==> src/rtl/hwpe_stream_package.sv <==
// Shared types for the HWPE stream TCDM writer: FSM states and latched transfer configuration.
package hwpe_stream_package;

    typedef enum logic [1:0] {
        IDLE = 2'd0,
        RUN  = 2'd1,
        DONE = 2'd2
    } tcdm_writer_state_t;

    typedef struct packed {
        logic [31:0] base;
        logic [31:0] stride;
        logic [31:0] n_words;
    } tcdm_writer_ctrl_t;

endpackage

==> src/rtl/hwpe_stream_intf_stream.sv <==
// Valid/ready data stream with per-byte strobes.
interface hwpe_stream_intf_stream #(
    parameter int unsigned DATA_WIDTH = 32
);
    logic                    valid;
    logic                    ready;
    logic [DATA_WIDTH-1:0]   data;
    logic [DATA_WIDTH/8-1:0] strb;

    modport source (output valid, data, strb, input ready);
    modport sink   (input valid, data, strb, output ready);
endinterface

==> src/rtl/hwpe_stream_intf_tcdm.sv <==
// Single-port TCDM request/grant channel with read response.
interface hwpe_stream_intf_tcdm;
    logic        req;
    logic        gnt;
    logic [31:0] add;
    logic        wen;
    logic [3:0]  be;
    logic [31:0] data;
    logic [31:0] r_data;
    logic        r_valid;

    modport master (output req, add, wen, be, data, input gnt, r_data, r_valid);
    modport slave  (input req, add, wen, be, data, output gnt, r_data, r_valid);
endinterface

==> src/rtl/hwpe_stream_tcdm_writer_addrgen.sv <==
// Holds the latched stride/length, the next write address and the accepted/granted word counters.
module hwpe_stream_tcdm_writer_addrgen
    import hwpe_stream_package::*;
#(
    parameter int unsigned CNT_WIDTH = 16
) (
    input  logic              clk_i,
    input  logic              rst_ni,
    input  logic              i_clear,
    input  logic              i_start,
    input  tcdm_writer_ctrl_t i_cfg,
    input  logic              i_accept,
    input  logic              i_grant,
    output logic [31:0]       o_next_addr,
    output logic              o_all_accepted,
    output logic              o_all_granted
);

    logic [31:0]          r_stride;
    logic [31:0]          r_n_words;
    logic [31:0]          r_addr;
    logic [CNT_WIDTH-1:0] r_acc_cnt;
    logic [CNT_WIDTH-1:0] r_gnt_cnt;
    logic [CNT_WIDTH-1:0] w_gnt_cnt_nxt;

    always_ff @(posedge clk_i or negedge rst_ni) begin
        if (!rst_ni) begin
            r_stride  <= '0;
            r_n_words <= '0;
            r_addr    <= '0;
            r_acc_cnt <= '0;
            r_gnt_cnt <= '0;
        end else if (i_clear) begin
            r_addr    <= '0;
            r_acc_cnt <= '0;
            r_gnt_cnt <= '0;
        end else if (i_start) begin
            r_stride  <= i_cfg.stride;
            r_n_words <= i_cfg.n_words;
            r_addr    <= i_cfg.base;
            r_acc_cnt <= '0;
            r_gnt_cnt <= '0;
        end else begin
            if (i_accept) begin
                r_acc_cnt <= r_acc_cnt + CNT_WIDTH'(1);
                r_addr    <= r_addr + r_stride;
            end
            r_gnt_cnt <= w_gnt_cnt_nxt;
        end
    end

    // Includes this cycle's grant so DONE follows the last grant without a bubble.
    assign w_gnt_cnt_nxt  = r_gnt_cnt + CNT_WIDTH'(i_grant);
    assign o_next_addr    = r_addr;
    assign o_all_accepted = (32'(r_acc_cnt) == r_n_words);
    assign o_all_granted  = (32'(w_gnt_cnt_nxt) == r_n_words);

endmodule

==> src/rtl/hwpe_stream_tcdm_writer.sv <==
// Store stage: turns a configured number of stream beats into strided TCDM writes
// through a one-entry request buffer, pulsing done_o after the last grant.
module hwpe_stream_tcdm_writer
    import hwpe_stream_package::*;
#(
    parameter int unsigned CNT_WIDTH = 16
) (
    input  logic                 clk_i,
    input  logic                 rst_ni,
    input  logic                 clear_i,
    input  logic                 start_i,
    input  logic [31:0]          base_addr_i,
    input  logic [31:0]          stride_i,
    input  logic [CNT_WIDTH-1:0] n_words_i,
    output logic                 busy_o,
    output logic                 done_o,
    hwpe_stream_intf_stream.sink push,
    hwpe_stream_intf_tcdm.master tcdm
);

    tcdm_writer_state_t r_state;
    logic               r_busy;
    logic               r_done;
    logic               r_buf_valid;
    logic [31:0]        r_buf_addr;
    logic [31:0]        r_buf_data;
    logic [3:0]         r_buf_strb;

    tcdm_writer_ctrl_t  w_cfg;
    logic               w_start;
    logic               w_ready;
    logic               w_accept;
    logic               w_grant;
    logic [31:0]        w_next_addr;
    logic               w_all_accepted;
    logic               w_all_granted;
    logic               w_unused_rsp;

    assign w_cfg.base    = base_addr_i;
    assign w_cfg.stride  = stride_i;
    assign w_cfg.n_words = 32'(n_words_i);

    assign w_start  = start_i & (r_state == IDLE);
    assign w_grant  = r_buf_valid & tcdm.gnt;
    // The buffer may be refilled in the same cycle its current entry is granted.
    assign w_ready  = (r_state == RUN) & ~w_all_accepted & (~r_buf_valid | tcdm.gnt);
    assign w_accept = push.valid & w_ready;

    hwpe_stream_tcdm_writer_addrgen #(
        .CNT_WIDTH (CNT_WIDTH)
    ) i_addrgen (
        .clk_i          (clk_i),
        .rst_ni         (rst_ni),
        .i_clear        (clear_i),
        .i_start        (w_start),
        .i_cfg          (w_cfg),
        .i_accept       (w_accept),
        .i_grant        (w_grant),
        .o_next_addr    (w_next_addr),
        .o_all_accepted (w_all_accepted),
        .o_all_granted  (w_all_granted)
    );

    always_ff @(posedge clk_i or negedge rst_ni) begin
        if (!rst_ni) begin
            r_state <= IDLE;
            r_busy  <= 1'b0;
            r_done  <= 1'b0;
        end else if (clear_i) begin
            r_state <= IDLE;
            r_busy  <= 1'b0;
            r_done  <= 1'b0;
        end else begin
            case (r_state)
                IDLE: begin
                    if (start_i) begin
                        r_state <= RUN;
                        r_busy  <= 1'b1;
                    end
                end
                RUN: begin
                    if (w_all_granted) begin
                        r_state <= DONE;
                        r_done  <= 1'b1;
                    end
                end
                DONE: begin
                    r_state <= IDLE;
                    r_busy  <= 1'b0;
                    r_done  <= 1'b0;
                end
                default: begin
                    r_state <= IDLE;
                    r_busy  <= 1'b0;
                    r_done  <= 1'b0;
                end
            endcase
        end
    end

    always_ff @(posedge clk_i or negedge rst_ni) begin
        if (!rst_ni) begin
            r_buf_valid <= 1'b0;
            r_buf_addr  <= '0;
            r_buf_data  <= '0;
            r_buf_strb  <= '0;
        end else if (clear_i) begin
            r_buf_valid <= 1'b0;
        end else if (w_accept) begin
            r_buf_valid <= 1'b1;
            r_buf_addr  <= w_next_addr;
            r_buf_data  <= push.data;
            r_buf_strb  <= push.strb;
        end else if (w_grant) begin
            r_buf_valid <= 1'b0;
        end
    end

    assign busy_o     = r_busy;
    assign done_o     = r_done;
    assign push.ready = w_ready;
    assign tcdm.req   = r_buf_valid;
    assign tcdm.add   = r_buf_addr;
    assign tcdm.data  = r_buf_data;
    assign tcdm.be    = r_buf_strb;
    assign tcdm.wen   = 1'b0;

    // Write-only port: the read response is not used.
    assign w_unused_rsp = ^{tcdm.r_data, tcdm.r_valid};

endmodule
==> src/flat_wrapper.sv <==
// flat-port wrapper written by rule: the top's interface ports become plain ports
module hwpe_stream_tcdm_writer_flat import hwpe_stream_package::*;
#(
    parameter int unsigned CNT_WIDTH = 16
)
  (clk_i, rst_ni, clear_i, start_i, base_addr_i, stride_i, n_words_i, busy_o, done_o, push_valid, push_data, push_strb, push_ready, tcdm_req, tcdm_add, tcdm_wen, tcdm_be, tcdm_data, tcdm_gnt, tcdm_r_data, tcdm_r_valid);
  hwpe_stream_intf_stream push_i ();
  hwpe_stream_intf_tcdm tcdm_i ();
  input  logic clk_i;
  input  logic rst_ni;
  input  logic clear_i;
  input  logic start_i;
  input  logic [31:0] base_addr_i;
  input  logic [31:0] stride_i;
  input  logic [CNT_WIDTH-1:0] n_words_i;
  output logic busy_o;
  output logic done_o;
  input wire logic [$bits(push_i.valid)-1:0] push_valid;
  input wire logic [$bits(push_i.data)-1:0] push_data;
  input wire logic [$bits(push_i.strb)-1:0] push_strb;
  output wire logic [$bits(push_i.ready)-1:0] push_ready;
  output wire logic [$bits(tcdm_i.req)-1:0] tcdm_req;
  output wire logic [$bits(tcdm_i.add)-1:0] tcdm_add;
  output wire logic [$bits(tcdm_i.wen)-1:0] tcdm_wen;
  output wire logic [$bits(tcdm_i.be)-1:0] tcdm_be;
  output wire logic [$bits(tcdm_i.data)-1:0] tcdm_data;
  input wire logic [$bits(tcdm_i.gnt)-1:0] tcdm_gnt;
  input wire logic [$bits(tcdm_i.r_data)-1:0] tcdm_r_data;
  input wire logic [$bits(tcdm_i.r_valid)-1:0] tcdm_r_valid;
  assign push_i.valid = push_valid;
  assign push_i.data = push_data;
  assign push_i.strb = push_strb;
  assign push_ready = push_i.ready;
  assign tcdm_req = tcdm_i.req;
  assign tcdm_add = tcdm_i.add;
  assign tcdm_wen = tcdm_i.wen;
  assign tcdm_be = tcdm_i.be;
  assign tcdm_data = tcdm_i.data;
  assign tcdm_i.gnt = tcdm_gnt;
  assign tcdm_i.r_data = tcdm_r_data;
  assign tcdm_i.r_valid = tcdm_r_valid;
  hwpe_stream_tcdm_writer #(.CNT_WIDTH(CNT_WIDTH)) u_core (.clk_i(clk_i), .rst_ni(rst_ni), .clear_i(clear_i), .start_i(start_i), .base_addr_i(base_addr_i), .stride_i(stride_i), .n_words_i(n_words_i), .busy_o(busy_o), .done_o(done_o), .push(push_i), .tcdm(tcdm_i));
endmodule
==> config.mk <==
export PLATFORM = sky130hd
export DESIGN_NAME = hwpe_stream_tcdm_writer_flat
export DESIGN_NICKNAME = d
export VERILOG_FILES = /design/src/rtl/hwpe_stream_package.sv /design/src/rtl/hwpe_stream_intf_stream.sv /design/src/rtl/hwpe_stream_intf_tcdm.sv /design/src/rtl/hwpe_stream_tcdm_writer_addrgen.sv /design/src/rtl/hwpe_stream_tcdm_writer.sv /design/src/flat_wrapper.sv
export SDC_FILE = /design/constraint.sdc
export NUM_CORES = 1
export LEC_CHECK = 0
export CELL_PAD_IN_SITES_DETAIL_PLACEMENT = 2
export CELL_PAD_IN_SITES_GLOBAL_PLACEMENT = 2
export CORE_MARGIN = 2
export CORE_UTILIZATION = 35
export CTS_CLUSTER_SIZE = 20
export DETAILED_ROUTE_END_ITERATION = 8
export PLACE_DENSITY_LB_ADDON = 0.2
export SYNTH_ARGS = -nofsm -noshare
export SYNTH_HDL_FRONTEND = slang
export SYNTH_HIERARCHICAL = 1
export SYNTH_SLANG_ARGS = --single-unit
==> constraint.sdc <==
create_clock -name clk_i -period 5 [get_ports clk_i]
set_clock_uncertainty 0.05 [all_clocks]
set_input_delay 0.75 -clock clk_i [delete_from_list [all_inputs] [get_ports clk_i]]
set_output_delay 0.75 -clock clk_i [all_outputs]
set_load 0.1 [all_outputs]
==> results of run 1 <==
-- cells in the mapped netlist, drive strengths merged, types with 11 or more instances --
master | count | area [sq um]
a211oi | 11 | 87.6
a21o | 23 | 176
a21oi | 64 | 328
buf | 15 | 115
clkbuf | 34 | 129
dfrtp | 201 | 5030
ha | 34 | 425
inv | 16 | 60.1
mux2 | 134 | 1580
nand2 | 37 | 139
nand3 | 23 | 120
nand4 | 15 | 93.8
nor2 | 89 | 334
nor3 | 15 | 75.1
nor4 | 14 | 87.6
o21ai | 30 | 161
xnor2 | 29 | 254
xor2 | 49 | 429
-- worst paths after layout --
check	from	end	slack, ps	depth (start not counted)
max in group asynchronous	rst_ni	u_core/tcdm.req	3620	2
min in group clk_i	u_core/tcdm.add[8]	u_core/tcdm.add[8]	460	1
setup / recovery	u_core/i_addrgen/r_n_words[15]	push_ready	1160	6
hold / removal	rst_ni	u_core/tcdm.data[29]	250	1
hold reg to reg	u_core/tcdm.add[8]	u_core/tcdm.add[8]	460	1
setup reg to reg	u_core/tcdm.req	u_core/r_state[1]	1640	12
-- worst reg2reg max path, stage by stage (launching register included) --
cell and delay, ps:
dfrtp_1 390, and2_1 180, ha_1 250, ha_1 240, xnor2_1 280, xnor2_1 110, nor4_1 180, nand3_1 130
nor4_1 300, nand3_1 130, nor4_1 600, inv_1 130, nor4b_1 290
-- flip-flops by register name (all words and copies together) (netlist names), 2 cells and up --
name,flops
u_core/i_addrgen/r_acc_cnt,16
u_core/r_state,2
u_core/i_addrgen/o_next_addr,32
u_core/i_addrgen/r_gnt_cnt,16
u_core/tcdm.be,4
u_core/tcdm.add,32
u_core/tcdm.data,32
u_core/i_addrgen/r_stride,32
u_core/i_addrgen/r_n_words,32
-- metal layers --
layer | GRT usage, % | up-vias | share of wire [%]
li1 | - | 3748 | -
met1 | 27.6 | 4130 | 46
met2 | 35.8 | 156 | 48
met3 | 3.05 | 32 | 4.2
met4 | 3.89 | 0 | 1.7
met5 | 0 | - | 0
-- cell families (layout without fill, tap and decap cells) --
family | Yosys count | after routing | share of synthesized area, %
multiplexers | 141 | 141 | 15.8
AND/OR/NAND/NOR | 239 | 239 | 11.2
flip-flops | 201 | 201 | 47.9
XOR/XNOR | 78 | 78 | 6.51
buffers and inverters | 66 | 265 | 2.93
adder cells (fa/ha/maj) | 35 | 35 | 4.24
other | 1 | 17 | 0.0357
AO/OA/AOI/OAI | 179 | 179 | 11.3
-- cells in the final DEF, fill, tap and decap left out, types with 6 or more instances in the layout --
cell type        Yosys  layout
mux2i_1              7       7
nand3_1             22      22
mux2_2             112     112
o21ai_0             26      26
clkbuf_16            0      25
xor2_1              49      49
and3_1               9       9
nor3_1              15      15
a211oi_1            10      10
nor2_1              89      88
clkbuf_1            33       6
o21bai_1             6       6
clkdlybuf4s50_1      0     192
a21o_1              20      20
ha_1                34      34
xnor2_1             29      29
nor4_1              14      14
nand2_1             37      37
mux2_4              20      20
dfrtp_1            201     201
a21oi_1             62      62
nand4_1             15      15
buf_4                2       8
clkbuf_8             0       7
inv_1               16      16
conb_1               1      17
-- stage by stage --
step / util [%] / hold slack, ps / power (uW) / setup WS, ps
floorplan: - / 404 / 3780 / 332
global placement: 43.5 / 436 / 4400 / 787
detailed placement: 43.5 / 446 / 4460 / 781
CTS: 46.3 / 335 / 6350 / 1090
global route: 46.3 / 338 / 6560 / 1010
finish: 46.3 / 254 / 6260 / 1160
-- power by group through the flow --
stage	logic (uW)	registers, uW	clock network (uW)
3_5_place_dp	2360	2090	0
2_1_floorplan	820	2950	0
5_1_grt	2500	2100	1950
3_3_place_gp	2320	2080	0
4_1_cts	2380	2070	1900
6_report	2360	2070	1840
-- cell type report --
cell class / count / share of cell area, %
clock inverters: 8 / 0.768
well taps: 390 / 3.56
repair buffers: 203 / 14.9
inverters: 17 / 0.466
multi-input cells: 689 / 38.3
clock buffers: 37 / 5.34
flip-flops and latches: 201 / 36.7
==> results.toml, run 1 <==
[cells_and_area]
num_antenna_cells = 0
nFillCells = 3047
final_cells = 1545
area_delta_synth_final_pct = 30.4
nNetsFinal = 1327
final_area_sq_mm = 0.0137
drive_gt1_share_pct = 17.7
multi_input_area_sq_mm = 0.00524
final-seq-area_sq_mm = 0.00503

[detailed_routing]
drc = 0
vias = 8066
drt-pass1-iter-count = 4
ant_nets = 0
via_per_inst = 5.22
wl_per_cell_um = 20.5
dr.first_iter.drc_count = 266
drt_wl_total_um = 31700

[clock_network]
cts_resized = 0
cts.sinks = 201
postCtsHoldBufs = 0
htree_levels = 1
clock_tree.root_cell = "clkbuf_16"
numCtsBuffers = 25
insertion_delay_ps = 540
tritoncts = "built"
cts.reportedPaths.clkPinSlew_ps = 60
cts_setup_buffers = 0
clk_path_buf_depth = 3

[pwr]
leakage_uw = 0.00601
clkPwrFrac_pct = 29.4
ir_worst_vdd_uv = 256
p_seq_share_pct = 33.0
p_sw_uw = 2490
power.density_mw_per_mm2 = 457
switching_share_pct = 39.8
p_int_uw = 3770
p_comb_share_pct = 37.6

[logic_synthesis]
netlist-cell-type-count = 79
synth_ff_type = "dfrtp_1"
netlist_instances = 940
synth_edf_count = 0
synth.ff_latch_count = 201
synth_area_per_cell_sq_um = 11.2
seq_area_frac_synth_pct = 47.9
netlist_area_sq_mm = 0.0105
async_flop_share_pct = 100
yosys_warnings = 6

[grt]
antenna_found_initial = 0
grt_usage_pct = 20.7
grt-ovfl-total = 0
grt_pass1_vias = 9123
grt_pass1_wl_um = 51500
grt_max_degree = 118

[critical_path]
end_kind = "primary output"
path_max_fanout = 3
slowest_stage = "clkdlybuf4s50_1"
critPathRequiredTime_ps = 4200
critPathMaxStageDelay_ps = 1190
crit_arrival_ps = 3040
worstSetupPathType = "flop to primary output"
worst_setup_path_start_kind = "flop"
cp_top_family = "buffers and inverters"
path_buf_inv = 1
crit_path_cell_trace = "xor2_1 > nor4_1 > nand4_1 > nor2_1 > nor4b_2 > clkdlybuf4s50_1"

[worst_hold_path]
hold_path.class = "input port to async pin"

[placement]
place_area_sq_mm = 0.0129
dpl.hpwl_um = 22000
port_buffers = 193
globalplace.congestion = 0.787
place_inst = 1500

[sta]
fmax_ghz = 0.260
hold_violations = 0
slew_headroom_pct = 28.7
fin_tns_setup_ps = 0
period_needed_ps = 3840
report.final.slew_viol_count = 0
period_share_pct = 76.9
setup_viol = 0
rsz0062_at_grt = "false"
tightestPinTransition_ps = 1070

[job]
cap_violations = 0

[floorplan]
num_rows = 63
initial_core_util_pct = 35.5
die_w_um = 177
io-pin-count = 228
core-area_sq_mm = 0.0296
fp.dieH_um = 177
die-area_sq_mm = 0.0314

[outcome]
outcome = "completed"
No activity file was read; power rests on OpenSTA's default activity.
==> inputs of run 2 (changes only) <==
--- a/config.mk
+++ b/config.mk
@@ -8,7 +8,7 @@
 export CELL_PAD_IN_SITES_DETAIL_PLACEMENT = 2
 export CELL_PAD_IN_SITES_GLOBAL_PLACEMENT = 2
 export CORE_MARGIN = 2
-export CORE_UTILIZATION = 35
+export CORE_UTILIZATION = 33
 export CTS_CLUSTER_SIZE = 20
 export DETAILED_ROUTE_END_ITERATION = 8
 export PLACE_DENSITY_LB_ADDON = 0.2
==> constraint.sdc (replaced) <==
create_clock -name clk_i -period 3.9 [get_ports clk_i]
set_clock_uncertainty 0.05 [all_clocks]
set_input_delay 0.585 -clock clk_i [delete_from_list [all_inputs] [get_ports clk_i]]
set_output_delay 0.585 -clock clk_i [all_outputs]
set_load 0.1 [all_outputs]
==> results.toml, run 2 (synthesized netlist as in run 1, its figures left out) <==
[cells_and_area]
final_area_sq_mm = 0.0138
area_delta_synth_final_pct = 31.4
final-seq-area_sq_mm = 0.00503
final_cells = 1570
drive_gt1_share_pct = 18.5
multi_input_area_sq_mm = 0.00525
nNetsFinal = 1338
nFillCells = 3228
layout_commonest_cell = "dfrtp_1"
final_cell_mix = "dfrtp_1, clkdlybuf4s50_1, mux2_2"

[grt]
grt_pass1_wl_um = 51200
grt-ovfl-total = 0
antenna_found_initial = 3
grt_pass1_vias = 8964
grt_usage_pct = 19.5
grt_max_degree = 85

[pwr]
p_comb_share_pct = 37.8
ir_worst_vdd_uv = 404
power.density_mw_per_mm2 = 579
p_sw_uw = 3200
clkPwrFrac_pct = 29.1
leakage_uw = 0.00606
switching_share_pct = 40.0
p_seq_share_pct = 33.1
p_int_uw = 4800

[floorplan]
io-pin-count = 228
die-area_sq_mm = 0.0332
fp.dieH_um = 182
initial_core_util_pct = 33.3
core-area_sq_mm = 0.0315
num_rows = 65
die_w_um = 182

[sta]
fin_ws_ps = 538
fmax_ghz = 0.297
fin_tns_setup_ps = 0
hold_violations = 0
setup_viol = 0
report.final.slew_viol_count = 0
period_needed_ps = 3360
slew_headroom_pct = 31.3
period_share_pct = 86.2
rsz0062_at_grt = "false"
tightestPinTransition_ps = 1030
fin_hold_ws_ps = 43.9

[critical_path]
r2r_start = "u_core/i_addrgen/o_next_addr[0]"
critPathRequiredTime_ps = 4320
worstSetupPathType = "flop to flop"
worst_setup_path_start_kind = "flop"
path_max_fanout = 4
end_kind = "flop"
startpoint = "u_core/i_addrgen/o_next_addr[0]"
crit_arrival_ps = 3780

[detailed_routing]
vias = 8077
ant_nets = 0
dr.first_iter.drc_count = 343
via_per_inst = 5.14
drt_wl_total_um = 31600
drt-pass1-iter-count = 6
drc = 0
wl_per_cell_um = 20.1

[placement]
globalplace.congestion = 0.779
pre_cts_ws_ps = 135
place_area_sq_mm = 0.0130
port_buffers = 193
dpl.hpwl_um = 22900
place_inst = 1522

[clock_network]
htree_levels = 1
clock_tree.root_cell = "clkbuf_16"
insertion_delay_ps = 540
clk_path_buf_depth = 3
numCtsBuffers = 26
cts.sinks = 201
cts.reportedPaths.clkPinSlew_ps = 60
tritoncts = "built"
cts_resized = 0
cts_setup_buffers = 0
postCtsHoldBufs = 0

[job]
cap_violations = 0

[worst_hold_path]
hold_path.class = "input port to async pin"

[outcome]
outcome = "completed"
-- run 2: metrics by stage --
step	util (%)	power (uW)
6_report	43.8	7990
3_5_place_dp	41.2	5720
2_1_floorplan	-	4840
4_1_cts	43.8	8120
3_3_place_gp	41.2	5660
5_1_grt	43.8	8390
-- run 2: metal layers --
layer	part of all wire, %	vias up	global-route usage (%)
li1	-	3768	-
met1	46	4120	26.1
met2	48	151	33.3
met3	4.0	36	3.27
met4	1.6	2	3.52
met5	0.041	-	0
-- run 2: final timing paths --
check	slack, ps	depth (start not counted)	end
max	540	10	u_core/i_addrgen/o_next_addr[30]
min	40	1	u_core/i_addrgen/r_stride[5]
max reg2reg	540	10	u_core/i_addrgen/o_next_addr[30]
min reg2reg	450	1	u_core/tcdm.add[15]
max in group asynchronous	2920	2	u_core/i_addrgen/r_n_words[16]
min in group clk_i	450	1	u_core/tcdm.add[15]
-- run 2: worst max-delay path, cell delays in order, from the launching register on --
cell and delay, ps:
dfrtp_1 410, ha_1 250, fa_1 410, a21o_1 210
a21o_1 240, a2111oi_2 510, o21ai_1 180, a31oi_2 300
nor4_1 110, or4_1 510, nand3_1 120
-- run 2: cell type report --
class | instances | area share [%]
multi-input combinational | 689 | 38.0
sequential | 201 | 36.5
timing repair buffer | 213 | 15.4
clock buffer | 40 | 5.46
tap | 402 | 3.65
clock inverter | 7 | 0.535
inverter | 17 | 0.463
antenna | 1 | 0.0181
-- run 2: power groups by stage --
stage	Combinational [uW]	Clock [uW]	Sequential [uW]
2_1_floorplan	1050	0	3790
3_3_place_gp	2990	0	2670
3_5_place_dp	3030	0	2680
4_1_cts	3050	2410	2650
5_1_grt	3210	2480	2700
6_report	3020	2330	2650
==> inputs of run 3 (changes only) <==
==> constraint.sdc (replaced) <==
create_clock -name clk_i -period 3.9 [get_ports clk_i]
set_clock_uncertainty 0.05 [all_clocks]
set_input_delay 0.78 -clock clk_i [delete_from_list [all_inputs] [get_ports clk_i]]
set_output_delay 0.78 -clock clk_i [all_outputs]
set_load 0.1 [all_outputs]
==> results.toml, run 3 (synthesized netlist as in run 1, its figures left out) <==
[floorplan]
initial_core_util_pct = 33.3
die-area_sq_mm = 0.0332
io-pin-count = 228
num_rows = 65
fp.dieH_um = 182
core-area_sq_mm = 0.0315
die_w_um = 182

[cells_and_area]
nFillCells = 3253
layout_commonest_cell = "dfrtp_1"
multi_input_area_sq_mm = 0.00525
drive_gt1_share_pct = 18.2
final_cells = 1564
final_cell_mix = "dfrtp_1, clkdlybuf4s50_1, mux2_2"
final-seq-area_sq_mm = 0.00503
area_delta_synth_final_pct = 31.1
final_area_sq_mm = 0.0138
nNetsFinal = 1336

[placement]
dpl.hpwl_um = 22600
place_inst = 1521
port_buffers = 193
globalplace.congestion = 0.785
place_area_sq_mm = 0.0130

[critical_path]
cp.depth = 14
startpoint = "tcdm_gnt"
r2r_cells = 13
r2r_start = "u_core/tcdm.req"
cpMostUsedCell = "nor4_1"
critPathRequiredTime_ps = 4270
path_buf_inv = 3
crit_arrival_ps = 3890
slowest_stage = "clkdlybuf4s50_1"
path_max_fanout = 4
critPathMaxStageDelay_ps = 420
end_kind = "flop"
worstSetupPathType = "input port to flop"
cp_top_family = "simple AND/OR/NAND/NOR gates"
worst_setup_path_start_kind = "input port"
crit_path_cell_trace = "clkdlybuf4s50_1 > and2_1 > ha_1 > ha_1 > xnor2_1 > xnor2_1 > nor4_1 > nand3_1 > nor4_1 > nand3_1 > nor4_1 > buf_4 > inv_1 > nor4b_1"

[pwr]
leakage_uw = 0.00604
power.density_mw_per_mm2 = 573
ir_worst_vdd_uv = 379
power_uw = 7880

[sta]
tightestPinTransition_ps = 1040
fmax_ghz = 0.283
slew_headroom_pct = 30.5
period_needed_ps = 3530
rsz0062_at_grt = "false"
period_share_pct = 90.5
report.final.slew_viol_count = 0
fin_tns_setup_ps = 0
hold_violations = 0
setup_viol = 0

[clock_network]
clk_path_buf_depth = 3
cts.sinks = 201
htree_levels = 1
tritoncts = "built"
postCtsHoldBufs = 0
cts_setup_buffers = 0
cts.reportedPaths.clkPinSlew_ps = 60
cts_resized = 0
numCtsBuffers = 25
clock_tree.root_cell = "clkbuf_16"
insertion_delay_ps = 550

[grt]
grt_pass1_vias = 8992
grt_max_degree = 89
grt-ovfl-total = 0
antenna_found_initial = 1
grt_pass1_wl_um = 50500
grt_usage_pct = 19.2

[detailed_routing]
wl_per_cell_um = 20.1
via_per_inst = 5.14
drc = 0
dr.first_iter.drc_count = 236
vias = 8043
drt-pass1-iter-count = 4
drt_wl_total_um = 31400
ant_nets = 0

[outcome]
outcome = "completed"

[worst_hold_path]
hold_path.class = "input port to async pin"

[job]
cap_violations = 0
==> run 3: metal layers <==
metal | global-route usage [%] | wire (um) | up-vias
met1 | 25.5 | 14600 | 4071
met4 | 3.87 | 552 | 0
met2 | 32.9 | 15000 | 163
met3 | 3.37 | 1370 | 36
li1 | - | - | 3773
met5 | 0 | 0 | -
==> run 3: final timing paths <==
| kind | slack (ps) | to |
|---|---|---|
| max | 370 | u_core/r_state[1] |
| min | 260 | u_core/i_addrgen/o_next_addr[5] |
| max reg2reg | 620 | u_core/r_state[1] |
| min reg2reg | 450 | u_core/tcdm.add[16] |
| max in group asynchronous | 2750 | u_core/i_addrgen/o_next_addr[31] |
| min in group clk_i | 450 | u_core/tcdm.add[16] |
==> run 3: final cells by class <==
cell class | instances | share of cell area (%)
Multi-Input combinational cell | 689 | 38.1
Sequential cell | 201 | 36.6
Timing Repair Buffer | 212 | 15.5
Clock buffer | 36 | 5.07
Tap cell | 402 | 3.66
Clock inverter | 6 | 0.528
Inverter | 17 | 0.464
Antenna cell | 1 | 0.0182
==> run 3: report_power, final <==
group | internal (uW) | switching (uW) | total, uW
clock | 1300 | 912 | 2220
sequential | 2410 | 235 | 2650
combinational | 1000 | 2020 | 3020
total | 4710 | 3170 | 7880
==> run 3: through the flow <==
stage | utilization, % | setup WS [ps] | hold WS (ps)
final | 43.7 | 372 | 262
after global routing | 43.7 | 34.7 | 320
after CTS | 43.7 | 315 | 295
after global placement | 41.2 | -0.683 | 435
after detailed placement | 41.2 | -173 | 443
after floorplan | - | 60.3 | 431
